## config.mk

```make
export PLATFORM = sky130hd
export DESIGN_NAME = icache_assoc
export DESIGN_NICKNAME = d
export VERILOG_FILES = /design/src/rtl/icache_assoc.sv
export SDC_FILE = /design/constraint.sdc
export NUM_CORES = 1
export LEC_CHECK = 0
export CORE_ASPECT_RATIO = 1.1
export CORE_MARGIN = 5
export CORE_UTILIZATION = 55
export CTS_CLUSTER_SIZE = 24
export DETAILED_ROUTE_END_ITERATION = 12
export PLACE_DENSITY = 0.72
export SETUP_SLACK_MARGIN = 0.05
export SLEW_MARGIN = 20
export SYNTH_ARGS = -nofsm -noshare
export SYNTH_HDL_FRONTEND = slang
export SYNTH_SLANG_ARGS = --single-unit
```

## constraint.sdc

```tcl
create_clock -name CLK -period 10.85 [get_ports CLK]
set_input_delay 1.6275 -clock CLK [delete_from_list [all_inputs] [get_ports CLK]]
set_output_delay 1.6275 -clock CLK [all_outputs]
set_load 0.02 [all_outputs]
```

## src/rtl/icache_assoc.sv

```systemverilog
// Set-associative instruction cache with multi-word block fill, round-robin replacement
// and a single-cycle whole-cache invalidate.
module icache_assoc #(
  parameter int SETS      = 8,
  parameter int WAYS      = 2,
  parameter int BLK_WORDS = 2
) (
  input  logic        CLK,
  input  logic        RST,
  input  logic        imemREN,
  input  logic [31:0] imemaddr,
  input  logic        iflush,
  output logic        ihit,
  output logic [31:0] imemload,
  output logic        iREN,
  output logic [31:0] iaddr,
  input  logic        iwait,
  input  logic [31:0] iload
);

  localparam int BO_BITS  = $clog2(BLK_WORDS);
  localparam int IDX_BITS = $clog2(SETS);
  localparam int TAG_W    = 30 - BO_BITS - IDX_BITS;
  localparam int OFF_W    = (BO_BITS > 0) ? BO_BITS : 1;
  localparam int WAY_W    = (WAYS > 1) ? $clog2(WAYS) : 1;

  typedef enum logic {IDLE, FILL} state_e;

  state_e                         state_q, state_d;
  logic [OFF_W-1:0]               cnt_q, cnt_d;
  logic [TAG_W-1:0]               ftag_q, ftag_d;
  logic [IDX_BITS-1:0]            fidx_q, fidx_d;
  logic [WAY_W-1:0]               fway_q, fway_d;
  logic [SETS-1:0][WAYS-1:0]      valid_q, valid_d;
  logic [SETS-1:0][WAY_W-1:0]     rr_q, rr_d;
  logic                           iren_q, iren_d;
  logic [31:0]                    iaddr_q, iaddr_d;

  logic [TAG_W-1:0]               tag_mem  [SETS][WAYS];
  logic [31:0]                    data_mem [SETS][WAYS][BLK_WORDS];

  logic [TAG_W-1:0]               req_tag;
  logic [IDX_BITS-1:0]            req_idx;
  logic [OFF_W-1:0]               req_off;
  logic                           hit_any;
  logic [WAY_W-1:0]               hit_way;
  logic [WAY_W-1:0]               victim;
  logic                           found_inv;
  logic                           fill_we;
  logic                           line_set;
  logic                           unused_byte_off;

  assign req_tag         = imemaddr[31 -: TAG_W];
  assign req_idx         = imemaddr[2+BO_BITS +: IDX_BITS];
  assign unused_byte_off = ^imemaddr[1:0];

  if (BO_BITS > 0) begin : g_off
    assign req_off = imemaddr[2 +: BO_BITS];
  end else begin : g_nooff
    assign req_off = '0;
  end

  function automatic logic [31:0] fill_addr(input logic [TAG_W-1:0]    t,
                                            input logic [IDX_BITS-1:0] i,
                                            input logic [OFF_W-1:0]    c);
    logic [31:0] w;
    w = (32'(t) << (2 + BO_BITS + IDX_BITS)) | (32'(i) << (2 + BO_BITS));
    if (BO_BITS > 0) w = w | (32'(c) << 2);
    return w;
  endfunction

  // Tag lookup and victim choice: first invalid way wins, else the set's round-robin way.
  always_comb begin
    hit_any   = 1'b0;
    hit_way   = '0;
    found_inv = 1'b0;
    victim    = (WAYS > 1) ? rr_q[req_idx] : '0;
    for (int w = 0; w < WAYS; w++) begin
      if (valid_q[req_idx][w] && tag_mem[req_idx][w] == req_tag) begin
        hit_any = 1'b1;
        hit_way = WAY_W'(w);
      end
      if (!found_inv && !valid_q[req_idx][w]) begin
        found_inv = 1'b1;
        victim    = WAY_W'(w);
      end
    end
  end

  assign ihit = imemREN && (state_q == IDLE) && hit_any && !iflush;

  always_comb begin
    imemload = '0;
    if (ihit) imemload = data_mem[req_idx][hit_way][req_off];
  end

  always_comb begin
    state_d  = state_q;
    cnt_d    = cnt_q;
    ftag_d   = ftag_q;
    fidx_d   = fidx_q;
    fway_d   = fway_q;
    valid_d  = valid_q;
    rr_d     = rr_q;
    fill_we  = 1'b0;
    line_set = 1'b0;
    unique case (state_q)
      IDLE: begin
        if (iflush) begin
          valid_d = '0;
        end else if (imemREN && !hit_any) begin
          state_d = FILL;
          cnt_d   = '0;
          ftag_d  = req_tag;
          fidx_d  = req_idx;
          fway_d  = victim;
        end
      end
      FILL: begin
        // A flush abandons the fill; the half-written line was never marked valid.
        if (iflush) begin
          valid_d = '0;
          state_d = IDLE;
        end else if (!iwait) begin
          fill_we = 1'b1;
          cnt_d   = cnt_q + OFF_W'(1);
          if (cnt_q == OFF_W'(BLK_WORDS - 1)) begin
            line_set                = 1'b1;
            valid_d[fidx_q][fway_q] = 1'b1;
            if (WAYS > 1) rr_d[fidx_q] = rr_q[fidx_q] + WAY_W'(1);
            state_d = IDLE;
          end
        end
      end
      default: state_d = IDLE;
    endcase
    iren_d  = (state_d == FILL);
    iaddr_d = iren_d ? fill_addr(ftag_d, fidx_d, cnt_d) : '0;
  end

  always_ff @(posedge CLK) begin
    if (RST) begin
      state_q <= IDLE;
      cnt_q   <= '0;
      ftag_q  <= '0;
      fidx_q  <= '0;
      fway_q  <= '0;
      valid_q <= '0;
      rr_q    <= '0;
      iren_q  <= 1'b0;
      iaddr_q <= '0;
    end else begin
      state_q <= state_d;
      cnt_q   <= cnt_d;
      ftag_q  <= ftag_d;
      fidx_q  <= fidx_d;
      fway_q  <= fway_d;
      valid_q <= valid_d;
      rr_q    <= rr_d;
      iren_q  <= iren_d;
      iaddr_q <= iaddr_d;
    end
  end

  always_ff @(posedge CLK) begin
    if (fill_we)  data_mem[fidx_q][fway_q][cnt_q] <= iload;
    if (line_set) tag_mem[fidx_q][fway_q]         <= ftag_q;
  end

  assign iREN  = iren_q;
  assign iaddr = iaddr_q;

endmodule

```

**After elaboration in Yosys (flattened, before gate mapping)**

Memories as Yosys holds them, arrays and structs flattened.
Cells that the tools add are included.

- $add $sub $neg: 2
- Magnitude comparators: 11
- Equality and inequality tests: 5
- Mux-type cells: 64
- Bitwise gates (word level): 11
- Reduce and logical (&&, ||, !) cells: 18

Operator list:

| operator | count |
|---|---|
| two-way mux 64 bit | 4 |
| two-way mux 32 bit | 5 |
| two-way mux 128 bit | 1 |
| two-way mux 26 bit | 4 |
| demux 64 bit (select 1 bit) | 1 |
| two-way mux 16 bit | 4 |
| equality test 26 bit | 2 |
| two-way mux 52 bit | 1 |
| demux 32 bit (select 1 bit) | 1 |
| OR 32 x 3 -> 32 bit | 1 |
| OR 32 x 6 -> 32 bit | 1 |
| case mux 16 bit (2 select lines) | 1 |
| two-way mux 1 bit | 27 |
| demux 26 bit (select 1 bit) | 1 |
| OR 16 bit | 1 |
| logical AND 1 bit | 11 |
| two-way mux 3 bit | 3 |
| bitwise mux 8 bit | 1 |
| greater-or-equal comparator 2 bit, second input constant | 4 |
| < comparator 3 x 4 -> 1 bit, second input constant | 2 |
| inverter 1 -> 2 bit | 4 |
| binary-select mux 1 bit (select 3 bit) | 2 |
| binary-select mux 2 bit (select 3 bit) | 1 |
| demux 2 bit (select 3 bit) | 1 |
| other kinds (16) | 27 |

- Bits in registers: 88
- RAM bits: 1440
- Input bits: 69
- Output and inout bits: 66
- Logic and storage cells: 135
- Memories kept: 2

Memories:

| memory | depth | bits a word | rd ports | clocked after memory_dff | write ports | RTL line | source |
|---|---|---|---|---|---|---|---|
| data_mem | 8 | 128 | 1 | 0 | 1 | 40 | `logic [31:0] data_mem [SETS][WAYS][BLK_WORDS];` |
| tag_mem | 8 | 52 | 1 | 0 | 1 | 39 | `logic [TAG_W-1:0] tag_mem [SETS][WAYS];` |

**Depth between registers and ports, before layout**

Gate-level depths: netlist of run 1.

- Word-level depth: 12
- Depth in mapped cells: 15
- Gate-level depth less buffers: 8

**Least setup slack after synthesis of run 1**

OpenSTA, ideal clock, no wires.

- Path kind: input-to-output
- Start point: input port imemaddr[3]
- End point: output port imemload[24]
- Arrival time: 4.525 ns
- Data required time: 9.223 ns
- Setup slack: 4.697 ns
- Cell stages on the path: 12
- Buffers on the path: 8
- Path through: buf_6 buf_4 buf_2 buf_2 buf_4 buf_2 buf_4 buf_2 mux4_2 mux4_2 nand2_1 a21oi_1

- Cells in the longest elaborated chain, start to end: 12
- Elaborated cells between the ends (all ways): 21
- Those cells by class: 2 x eq/ne; 12 x mux; 1 x bitwise; 4 x reduce/logical; 2 x memory

Ends and longest elaborated chain:

| item | RTL line | source |
|---|---|---|
| from (decl) | 11 | `input logic [31:0] imemaddr,` |
| memory read (8 x 52 bit) / binary-select mux 2 bit (select 3 bit) (equally long branches) | n/a |  |
| equality test 26 bit / two-way mux 2 bit (equally long branches) | 79 | `if (valid_q[req_idx][w] && tag_mem[req_idx][w] == req_tag) begin` |
| logical AND 1 bit | 79 |  |
| two-way mux 1 bit | 79 |  |
| inverter 1 -> 2 bit (implied by the code) | 94 | `if (ihit) imemload = data_mem[req_idx][hit_way][req_off];` |
| two-way mux 64 bit (implied by the code) (3 in a row) | 94 |  |
| two-way mux 32 bit (implied by the code) (3 in a row) | 94 |  |
| two-way mux 32 bit (*) | 94 |  |
| to (decl) | 14 | `output logic [31:0] imemload,` |

Mark *: on every way between the ends. The rest lies on a longest branch, timed or not. The select of a mux whose other input is x is not followed.

**Worst setup path after layout of run 1**

- Start point: input port imemaddr[4]
- End point: output port imemload[7]

The elaborated chain is that of the path after synthesis.

==> out/results.txt, run 1 <==
The run finished with clean final reports. The most common cell in the netlist is edfxtp_1. The total area inside the core boundary comes to 0.106 mm². The worst hold path terminates at valid_q[14]. At the pin with the least slew margin, the transition time is 1.18 ns.

The DRC violation count after routing came out at 0. The initial cell density of the core was 55.5%; the fraction of the core area covered by cells at the end of the flow was 63.0%. The run gives 6.58 ns as the flop-to-flop setup slack.

The number of endpoints with negative hold slack in the final report is 0, and the power per unit of standard cell area is 178 mW/mm². In this run the worst hold path is classified as register to register. Cell depth of the worst hold path: 2. The synthesized design contains 1440 enable-type register cells. The biggest area contributor in the post-synthesis netlist is edfxtp_1.

Data arrives at the worst endpoint at 7.38 ns. The top cell type's share of synthesized area was 73.5%. The tools report the number of global-route vias before repair as 29500. The number of different library cells used by synthesis comes to 51. The number of buffers and inverters on the critical path works out to 4. In this run the horizontal extent of the chip is 322 µm. The post-route netlist has 25.1% of its cells at a drive strength greater than 1. The XOR/XNOR share of the synthesized area was 0.730%.

For the critical path required time, the log shows 9.22 ns. After global routing the overflow that remains totals 0. The kind of cell with the highest combined delay along the critical path is buffers and inverters.

The static leakage power is 21.2 nW, and the buffer depth of the longest clock path is 3. The DRC violation total after the first TritonRoute iteration is 3820. The first TritonRoute pass finished after 6 iterations. The number of hold-repair buffers added at the cts stage was 0. Dominant combinational cell family by area after synthesis: multiplexers. The maximum net fanout on the critical path is 174, and the register bit total from synthesis is 1526. The first global-routing pass estimated 202000 µm of wire. The H-tree was split into 4 levels. Relative to the synthesized area, the layout overhead comes to 13.5%.

Leading register cell type out of synthesis: edfxtp_1. The floorplan step defined a die boundary enclosing 0.114 mm². The run gives 29000 as the via count. On the critical path, the stage with the largest delay is an instance of clkdlybuf4s50_1.

By area the synthesized netlist is led by edfxtp_1, mux4_2, dfxtp_1. In the global route stage, overall resource usage came out at 24.8%. Routability-driven placement finished with a final weighted congestion of 0.814. The placed wire-length estimate after detailed placement was 72500 µm; the mean instance size in the synthesized netlist was 21.5 µm². The count of warnings emitted by yosys was 0.

The tools report the type of element capturing the critical path as an output pin. In this run the tightest slew margin relative to its limit is 21.6%. The logs give 0 for the count of pins over their slew limit and 125 for the site row count.

The largest net degree at the start of global routing came out at 175. Setup repair after global routing left no endpoint under its margin. Initial antenna violation count: 9. The synthesized netlist devotes 0.0213% of its cell area to adder and majority cells. Sequential cells were found to cover 76.5% of the synthesized design area. The startpoint identified for the worst hold timing path is valid_q[14].

The clock reaches the later pin of the worst-skew pair after 0.75 ns. For the cell area after placement, the log shows 0.0620 mm². The maximum clock frequency is 111 MHz. For this run, asynchronously set or reset flops after synthesis account for 0%. The synthesized netlist occupies a cell area of 0.0588 mm². The final design instance area without fill was 0.0667 mm²; the post-CTS clock slew at the launch and capture registers of the worst setup and hold paths was 0.06 ns. In the final routed layout, each cell accounts on average for 31.6 µm. The critical register-to-register path startpoint was tag_mem[6][22].

The length in cells of the worst reg-to-reg path was 9. The worst setup path is of the input port to output pin kind. For the reported max-cap violation count, the log shows 0. On the worst path, the slowest cell contributes a delay of 0.77 ns. The post-CTS resize count is 0, and the proportion of synthesized area in mux cells is 16.9%.

Sorting the synthesized cells by how often they occur yields edfxtp_1, mux4_2, nor2_1. Summing the areas of all and, or, nand and nor instances in the mapped netlist gives 2.75% of the synthesized area. The die is 353 µm tall. The overall routed net length was 141000 µm. Clock tree synthesis inserted a total of 148 buffers. TritonCTS built the clock tree. The summed negative setup slack over all endpoints was 0 ns. The worst setup path is launched from an input port. The layout has 6898 filler cells.

The buffers inserted during post-CTS setup optimization came out at 0. The setup clock skew after layout was 0.0327 ns; the maximum vdd ir drop was 0.181 mV. Number of buffers inserted by port buffering: 130. CTS placed an instance of clkbuf_16 at the clock tree root. In the finished design, the share of the clock period the worst path needs comes to 83.1%. The minimum clock period was 9.01 ns. The detail route stage leaves a number of antenna-violating nets equal to 0. The critical path goes through buf_8 -> buf_12 -> mux4_2 -> mux2i_1 -> xor2_1 -> o2111ai_1 -> nor4_1 -> and4_1 -> o21ai_4 -> buf_4 -> a21oi_1 -> clkdlybuf4s50_1. Setup violations remaining at the end of the flow were counted as 0.

The number of top-level design ports is 135. For this run, the post-layout net count is 3010. The worst register-to-register path ends at ftag_q[24].

The post-synthesis cell count is 2741, and the detail-routed via count per cell is 6.50. The tree built by TritonCTS fans out to 1526 sinks. Summing the areas of all compound-gate instances in the mapped netlist gives 1.83% of the synthesized area.
[layout make-up]
type                            count  area [µm²]  area share, %
Tap cell                         1397        1750           2.62
Timing Repair Buffer              201        1890           2.83
Inverter                            4        15.0         0.0225
Clock buffer                      191        3950           5.92
Sequential cell                  1526       45000           67.4
Antenna cell                        6        15.0         0.0225
Clock inverter                     73         684           1.03
Multi-Input combinational cell   1059       13500           20.2
[where the power goes]
| group | switching, mW | internal (mW) | leakage (nW) |
|---|---|---|---|
| Clock | 2.14 | 2.76 | 2.25 |
| Combinational | 0.273 | 0.221 | 5.00 |
| Sequential | 0.0247 | 6.45 | 13.9 |
[cell families after synthesis]
| kind of cell | after synthesis |
|---|---|
| flip-flops | 1526 |
| adder cells (fa/ha/maj) | 1 |
| buffers and inverters | 157 |
| AND/OR/NAND/NOR | 325 |
| multiplexers | 507 |
| AO/OA/AOI/OAI | 175 |
| other | 1 |
| XOR/XNOR | 49 |
[metrics by stage]
stage | setup slack, ns | instances | hold WS, ns | power [mW]
after floorplan | 4.70 | 2742 | 0.431 | 6.91
after global placement | 2.14 | 4185 | 0.444 | 7.07
after detailed placement | 2.03 | 4185 | 0.459 | 7.09
after CTS | 2.02 | 4449 | 0.474 | 11.9
after global routing | 1.60 | 4452 | 0.510 | 12.2
final | 1.84 | 4457 | 0.470 | 11.9
[worst max path at each step]
stage	slack, ns	from	end	depth (start not counted)
after global placement	2.14	imemaddr[4]	imemload[7]	12
after detailed placement	2.03	imemaddr[4]	imemload[7]	12
final	1.84	imemaddr[4]	imemload[7]	12
after floorplan	4.70	imemaddr[3]	imemload[24]	12
after CTS	2.02	imemaddr[4]	imemload[7]	12
after global routing	1.60	imemaddr[4]	imemload[1]	12
[sequential cells by signal, summed over array words and instances (netlist names)]
register,flops
data_mem,1024
tag_mem,416
iaddr,30
ftag_q,26
valid_q,16
rr_q,8
fidx_q,3
cnt_q,1
fway_q,1
iREN,1
[cells in the final DEF (no fill, tap or decap), types with 5 or more instances in the layout]
| cell | n |
|---|---|
| buf_4 | 68 |
| xnor2_1 | 12 |
| and3_1 | 6 |
| o21ai_2 | 10 |
| mux2i_1 | 86 |
| nand3_1 | 15 |
| nand2b_1 | 37 |
| clkbuf_16 | 151 |
| mux4_2 | 384 |
| dfxtp_1 | 86 |
| mux2_2 | 37 |
| o21ai_0 | 52 |
| edfxtp_1 | 1440 |
| clkbuf_1 | 38 |
| inv_6 | 7 |
| nor2_1 | 44 |
| nor2_4 | 48 |
| o22ai_1 | 23 |
| clkinv_2 | 18 |
| a21oi_1 | 52 |
| xor2_1 | 37 |
| clkdlybuf4s50_1 | 125 |
| nand2_1 | 80 |
| clkinv_1 | 27 |
| nor2b_1 | 34 |
| bufinv_16 | 7 |
| diode_2 | 6 |
| a221oi_1 | 19 |
| clkinv_8 | 5 |
| a22oi_1 | 5 |
| nand4_1 | 35 |
[layer usage]
layer	GRT usage [%]	wire length, µm	vias to the layer above
li1	-	-	11800
met1	34.1	52800	15200
met2	40.0	69600	1663
met3	5.56	13500	277
met4	8.16	4630	2
met5	0.855	134	-
[worst register-to-register path: stages, from the launching register on]
cell and delay (ns):
edfxtp_1 0.39, mux4_2 0.47, mux2i_1 0.19, xor2_1 0.21, nand4_1 0.27, nor4_1 0.64
or4b_4 0.97, buf_4 0.41, and3_4 0.38, o21ai_0 0.27
Power figures use the tool's default switching activity.
==> inputs of run 2 (changes only) <==
--- a/config.mk
+++ b/config.mk
@@ -10,7 +10,7 @@
 export CORE_UTILIZATION = 55
 export CTS_CLUSTER_SIZE = 24
 export DETAILED_ROUTE_END_ITERATION = 12
-export PLACE_DENSITY = 0.72
+export PLACE_DENSITY = 0.75
 export SETUP_SLACK_MARGIN = 0.05
 export SLEW_MARGIN = 20
 export SYNTH_ARGS = -nofsm -noshare
==> constraint.sdc (replaced) <==
create_clock -name CLK -period 8.1 [get_ports CLK]
set_input_delay 1.215 -clock CLK [delete_from_list [all_inputs] [get_ports CLK]]
set_output_delay 1.215 -clock CLK [all_outputs]
set_load 0.02 [all_outputs]
==> run 2 against run 1 <==
Against the previous run: critical path depth shrank 1; global-route usage grew 1.0 points; critical endpoint is now imemload[2]; non-clock buffer count grew 2; sequential share of layout area shrank 0.32 points.
==> out/results.txt, run 2 (synthesis gave the netlist of run 1 again) <==
Origin of the worst min-delay path: valid_q[15]. The relative contribution of the clock network to total power is 42.5%, and the maximum vdd ir drop is 0.229 mV. The worst path uses 89.6% of the clock period.

Dividing total power by cell area gives a power density of 242 mW/mm². The maximum net fanout on the critical path is 58. The core region is 0.106 mm². The root buffer cell chosen for the clock tree is clkbuf_16. The first TritonRoute pass finished after 5 iterations. For the worst setup slack before clock tree synthesis, the log shows 0.876 ns. The detail route stage leaves a number of antenna-violating nets equal to 0. The number of global-route vias before repair was 30100. After the last flow step, the layout net total stands at 3009. The worst path in the final design needs a cycle of 7.25 ns, including I/O delays and setup. In this run, flip-flops and latches consume 53.4% of the power. Setup violations remaining at the end of the flow were counted as 0. In this run the critical register-to-register path is captured at fidx_q[1].

The initial cell density of the core is 55.5%, and the DRC violation count after routing is 0. Site row count: 125. Ranked by flip-flop count, first place goes to data_mem. The most common cell after layout, fill and taps aside is edfxtp_1. In this run the critical register-to-register path is launched from tag_mem[5][12]. After layout, the worst setup slack is 0.846 ns. Total power draw: 16.2 mW.

The tree built by TritonCTS fans out to 1526 sinks. The x dimension of the die is 322 µm, and the summed negative setup slack over all endpoints is 0 ns. After detailed routing, the number of vias per cell comes to 6.58. The number of top-level design ports came out at 135. The share of total power dissipated in combinational logic is 4.1%. The share of final-layout standard cells stronger than drive strength 1 came out at 25.6%. Across the routed clock network, the largest skew measured is 0.0404 ns.

For this block, the routed nets add up to 147000 µm of wire. Dividing the detail-routed wire length by the instance count gives 33.0 µm. Clock-pin slew was measured on the worst setup and hold paths at 0.06 ns. For the via count, the log shows 29300.

Setup repair after global routing left no endpoint under its margin. In this run switching power makes up 21.1% of total power. The first global-routing pass estimated 211000 µm of wire.

In this run the tightest slew margin relative to its limit is 28.7%. The die covers 0.114 mm². The number of hold-repair buffers added at the cts stage was 0.

The worst setup path is launched from an input port. The run finished with clean final reports. The critical path in this run is classified as input port to output pin.

The class of the tightest hold or removal check was register to register. The tools report the total global routing track utilization as 25.8%. The tool flagged a number of max-cap violations equal to 0.

Cell internal power was estimated by the tool at 12.8 mW. The flip-flop count of the largest register, all copies and words added came out at 1024. The largest net degree at the start of global routing is 97, and the flop-to-flop setup slack is 3.84 ns. The placed wire-length estimate after detailed placement was 74600 µm; the net switching power was 3.42 mW. For this run, the top clock speed supported by timing is 138 MHz.

Summed over all layers, the global routing overflow is 0. Once the clock tree was built, the setup fixing pass inserted 0 buffers. The analysis attributes to cell leakage a power of 21.3 nW. TritonCTS created 145 clock buffers. Routability-driven placement finished with a final weighted congestion of 0.819. The worst setup path is captured at an output pin.

In this run the tool buffered the top-level ports with 130 buffer cells. TritonCTS built the clock tree. Gates resized during post-CTS repair numbered 0.

The number of endpoints with negative hold slack in the final report was 0; the H-tree level count was 4. For the clock insertion delay at the later pin of the skew report, the log shows 0.77 ns. In the layout the commonest cells are edfxtp_1, mux4_2, clkbuf_16. The tools report the count of pins over their slew limit as 0. The length in cells of the worst reg-to-reg path was 9.

The worst hold path terminates at valid_q[15]. The critical path required time is 6.88 ns, and the endpoint arrival time on the critical path is 6.04 ns. The initial antenna violation count is 11, and the area growth from synthesis to layout is 14.0%.

Measured along the y axis, the die boundary spans 353 µm. At the pin with the least slew margin, the transition time is 1.07 ns. In this run the deepest clock path goes through 3 buffers. The DRC violation total after the first TritonRoute iteration is 4321, and the cell depth of the worst hold path is 2.
==> run 2: cell count changes in the layout (fill, tap and decap cells not counted), moves of 2 or more <==
cell,before,now
buf_12,2,6
bufinv_16,7,15
inv_6,7,3
clkinv_8,5,2
clkinv_2,18,25
clkbuf_16,151,147
clkinvlp_4,3,6
clkinv_16,2,7
diode_2,6,3
buf_4,68,66
clkbuf_1,38,22
inv_16,2,4
==> run 2: stage by stage <==
step | hold slack (ns) | cells | util, % | cell area, µm²
after floorplan | 0.431 | 2742 | - | 58800
after global placement | 0.444 | 4185 | 58.6 | 62000
after detailed placement | 0.461 | 4189 | 58.7 | 62100
after CTS | 0.474 | 4453 | 63.3 | 67000
after global routing | 0.509 | 4456 | 63.3 | 67000
final | 0.472 | 4456 | 63.3 | 67000
==> run 2: worst max-delay path, stage by stage <==
cell	delay [ns]
buf_8	0.49
mux4_2	0.59
mux2i_1	0.23
xor2_1	0.19
nand4_1	0.23
nor4_1	0.72
nor4b_4	0.48
o21ai_4	0.32
buf_4	0.35
a21oi_1	0.42
clkdlybuf4s50_1	0.75
==> run 2: power by group through the flow <==
stage | clock network (mW) | registers, mW | logic (mW)
after floorplan | 0 | 8.83 | 0.426
after global placement | 0 | 8.83 | 0.644
after detailed placement | 0 | 8.84 | 0.662
after CTS | 6.98 | 8.67 | 0.670
after global routing | 7.33 | 8.67 | 0.710
final | 6.91 | 8.67 | 0.668
==> run 2: worst max-delay path by stage <==
stage          slack [ns]   startpoint            to  cells after the start
2_1_floorplan        2.77  imemaddr[3]  imemload[24]                     12
3_5_place_dp         0.88  imemaddr[3]  imemload[25]                     12
4_1_cts              0.84  imemaddr[3]  imemload[25]                     11
6_report             0.85  imemaddr[3]   imemload[2]                     11
3_3_place_gp         0.93  imemaddr[3]  imemload[25]                     11
5_1_grt              0.55  imemaddr[3]  imemload[25]                     12
==> run 2: area by class of cell <==
cell class | count | area, µm²
timing repair buffer | 203 | 1960
tap | 1397 | 1750
clock inverter | 93 | 1100
sequential | 1526 | 45000
antenna | 3 | 7.51
fill | 6809 | 38800
clock buffer | 171 | 3790
multi-input combinational | 1059 | 13500
inverter | 4 | 15.0
==> run 2: layer usage <==
| metal | global-route usage [%] | wire, µm | up-vias |
|---|---|---|---|
| met5 | 0 | 34 | - |
| met4 | 9.35 | 5550 | 6 |
| met3 | 4.88 | 14900 | 362 |
| met2 | 42.6 | 74700 | 1919 |
| met1 | 34.8 | 52000 | 15300 |
| li1 | - | - | 11800 |
